`src/rtl/crc8_frame_pkg.sv`:
```
// Shared types and helpers for the CRC-8 framed-stream checkers on the trigger link.
package crc8_frame_pkg;

  localparam int FRAME_LEN_DEF = 10;
  localparam int CRC_POS_DEF   = 7;
  localparam logic [3:0] BYTE_IDX_IDLE = 4'hF;

  typedef enum logic [1:0] {
    HUNT    = 2'd0,
    CONFIRM = 2'd1,
    LOCKED  = 2'd2
  } state_t;

  // One byte of MSB-first CRC-8, no reflection.
  function automatic logic [7:0] crc8_byte(input logic [7:0] crc,
                                           input logic [7:0] data,
                                           input logic [7:0] poly);
    logic [7:0] c;
    c = crc ^ data;
    for (int b = 0; b < 8; b++) begin
      c = c[7] ? ((c << 1) ^ poly) : (c << 1);
    end
    return c;
  endfunction

endpackage

```
`src/rtl/crc8_window.sv`:
```
// Combinational CRC-8 over an N-byte window; byte 0 of the packed window is the oldest.
module crc8_window
  import crc8_frame_pkg::*;
#(
  parameter int         N          = CRC_POS_DEF,
  parameter logic [7:0] POLYNOMIAL = 8'h07,
  parameter logic [7:0] INITIAL    = 8'hFF
) (
  input  logic [8*N-1:0] window,
  output logic [7:0]     crc
);

  always_comb begin
    crc = INITIAL;
    for (int k = 0; k < N; k++) begin
      crc = crc8_byte(crc, window[8*k +: 8], POLYNOMIAL);
    end
  end

endmodule

```
`config.mk`:
```
export PLATFORM = sky130hd
export DESIGN_NAME = crc8_window
export DESIGN_NICKNAME = d
export VERILOG_FILES = /design/src/rtl/crc8_frame_pkg.sv /design/src/rtl/crc8_window.sv
export SDC_FILE = /design/constraint.sdc
export NUM_CORES = 1
export LEC_CHECK = 0
export CORE_ASPECT_RATIO = 0.6
export CORE_MARGIN = 2
export CORE_UTILIZATION = 49
export DETAILED_ROUTE_END_ITERATION = 7
export PLACE_DENSITY = 0.86
export RECOVER_POWER = 100
export SETUP_SLACK_MARGIN = 0.02
export SLEW_MARGIN = 20
export SYNTH_ARGS = -nofsm -noshare
export SYNTH_HDL_FRONTEND = slang
export SYNTH_SLANG_ARGS = --single-unit
```
`constraint.sdc`:
```
create_clock -name vclk -period 4.44
set_input_delay 0.444 -clock vclk [all_inputs]
set_output_delay 0.444 -clock vclk [all_outputs]
set_load 0.02 [all_outputs]
```
==> impl_metrics.tcl <==
set metrics [dict create \
    core.rowCount 17 \
    io_pins 64 \
    setup_viol 0 \
    die_h_um 51.7 \
    final_cells 289 \
    hold_depth 4 \
    chipWidth_um 83.4 \
    gp_congestion 0.853 \
    multi_input_area_um2 2000 \
    synth_mux_area_share_pct 0 \
    placed_cells 288 \
    regArea_um2 0 \
    first_pass_iters 4 \
    status "finished, final reports clean" \
    vias 1389 \
    grt_pass1_wl_um 8450 \
    avgViaCountPerCell 4.81 \
    layout_min_cycle_time_ps 4370 \
    fp.dieArea_um2 4310 \
    hp-start "window[53]" \
    worst_slack_ps 74.5 \
    slowest_delay_ps 580 \
    syn_area_um2 1850 \
    crit_arrival_ps 3920 \
    core-area_um2 3640 \
    critPathKind "input pin to output port" \
    critical_path_buf_inv_count 2 \
    syn_nets 191 \
    dr.first_iter.drc_count 43 \
    slew_headroom_pct 73.2 \
    cp_slowest_cell "clkdlybuf4s50_1" \
    wirelength_um 5420 \
    fin_setup_tns_ps 0 \
    drc 0 \
    synth_cells 135 \
    synth-simple-area-share_pct 0 \
    yosysSeqAreaShare_pct 0 \
    drv_cap 0 \
    fin_crit_sh_pct 98.3 \
    ys_top_cells_by_count "67 x xnor2_1, 25 x xnor3_1, 18 x xor2_1" \
    antenna_cells 0 \
    syn_area_per_cell_um2 13.7 \
    grt-ovfl-total 0 \
    antenna_left 0 \
    hp-class "input pin to output port" \
    tightest_slew_ps 401 \
    synth_area_leader_cell "xnor2_1" \
    crit_family "XOR/XNOR gates" \
    crit_path_cell_trace "clkdlybuf4s50_1, xor2_2, xnor3_1, xnor3_2, xnor3_1, xnor3_2, xor2_2, xor2_1, xnor2_1, clkdlybuf4s15_1" \
    seq_cell_count 0 \
    grt_usage_pct 26.1 \
    nFillCells 190 \
    final_util_pct 83.3 \
    synth-xor-area-share_pct 99.4 \
    synth_top_area_share_pct 31.6 \
    hold-path-endpoint "crc[5]" \
    synth_area_leaders "xnor2_1 32%, xnor3_1 30%, xnor3_2 10%, xor2_1 8.5%, xor3_1 7.7%" \
    grt_pass1_vias 1577 \
    grt_setup_unrepaired "false" \
    maxSlewViolCount 0 \
    area_growth_pct 63.4 \
    drive_above_1_share_pct 35.5 \
    yosysMostFrequentCell "xnor2_1" \
    synth_compound_area_share_pct 0 \
    yosysUniqueCellTypes 11 \
    fin_nets 300 \
    place_worst_setup_slack_ps -319 \
    crit_fanout 3 \
    finalHoldViolations 0 \
    hold_buffers 0 \
    required_ps 4000 \
    synth_top_family_by_area "XOR/XNOR gates" \
    yosys_warnings 0 \
    grt_start_max_net_pins 4 \
    numPortBuffers 64 \
    grt_antenna_before_repair 0 \
    dp_hpwl_um 4260 \
    wl_per_cell_um 18.7 \
    clock_buffers 0 \
    start_kind "input pin" \
    initial_core_util_pct 51.0 \
    synthAdderAreaFrac_pct 0 \
    end_kind "output port" \
    max_freq_mhz 229 \
]
[per-stage QoR]
stage	hold slack (ps)	cell area, um2
2_1_floorplan	1160	1850
3_3_place_gp	2130	2870
3_5_place_dp	2170	2870
4_1_cts	1910	2990
5_1_grt	1970	3030
6_report	1940	3030
[layer usage]
| metal | vias to the layer above | GRT usage (%) | share of wire (%) | wire length (um) |
|---|---|---|---|---|
| met3 | 8 | 4.29 | 4.9 | 265 |
| li1 | 659 | - | - | - |
| met5 | - | 0 | 0 | 0 |
| met2 | 46 | 51.5 | 51 | 2740 |
| met1 | 676 | 31.9 | 43 | 2360 |
| met4 | 0 | 2.69 | 1.0 | 55 |
[cells by family after synthesis]
kind of cell,Yosys count
buffers and inverters,1
xor gates and xnor gates,134
[worst max-delay path by stage]
| stage | startpoint | end | slack [ps] | cells past startpoint |
|---|---|---|---|---|
| after floorplan | window[6] | crc[1] | 590 | 9 |
| after global placement | window[6] | crc[5] | -180 | 10 |
| after detailed placement | window[6] | crc[1] | -320 | 11 |
| after CTS | window[7] | crc[1] | -1 | 11 |
| after global routing | window[0] | crc[0] | 2 | 12 |
| final | window[14] | crc[3] | 70 | 10 |
[cell usage in the layout (no fill, tap or decap), drive strengths merged]
cell,n
dlygate4sd2,3
xnor3,33
xor3,9
clkdlybuf4s15,3
buf,44
xor2,20
clkbuf,2
xnor2,72
dlymetal6s2s,3
clkdlybuf4s50,53
[area by class of cell]
class	count	area share, %
repair buffers	108	31.9
well taps	47	1.94
multi-input cells	134	66.1
[timing repair]
action / 4_1_cts / 5_1_grt
setup buffers: 0 / 1
gates resized for setup: 33 / 15
endpoints found under the setup margin: 8 / 7
pin swaps: 2 / 5
Power is left out: the tool's default activity adds up to more than one toggle a clock period on the data nets, which glitch-free logic cannot reach.
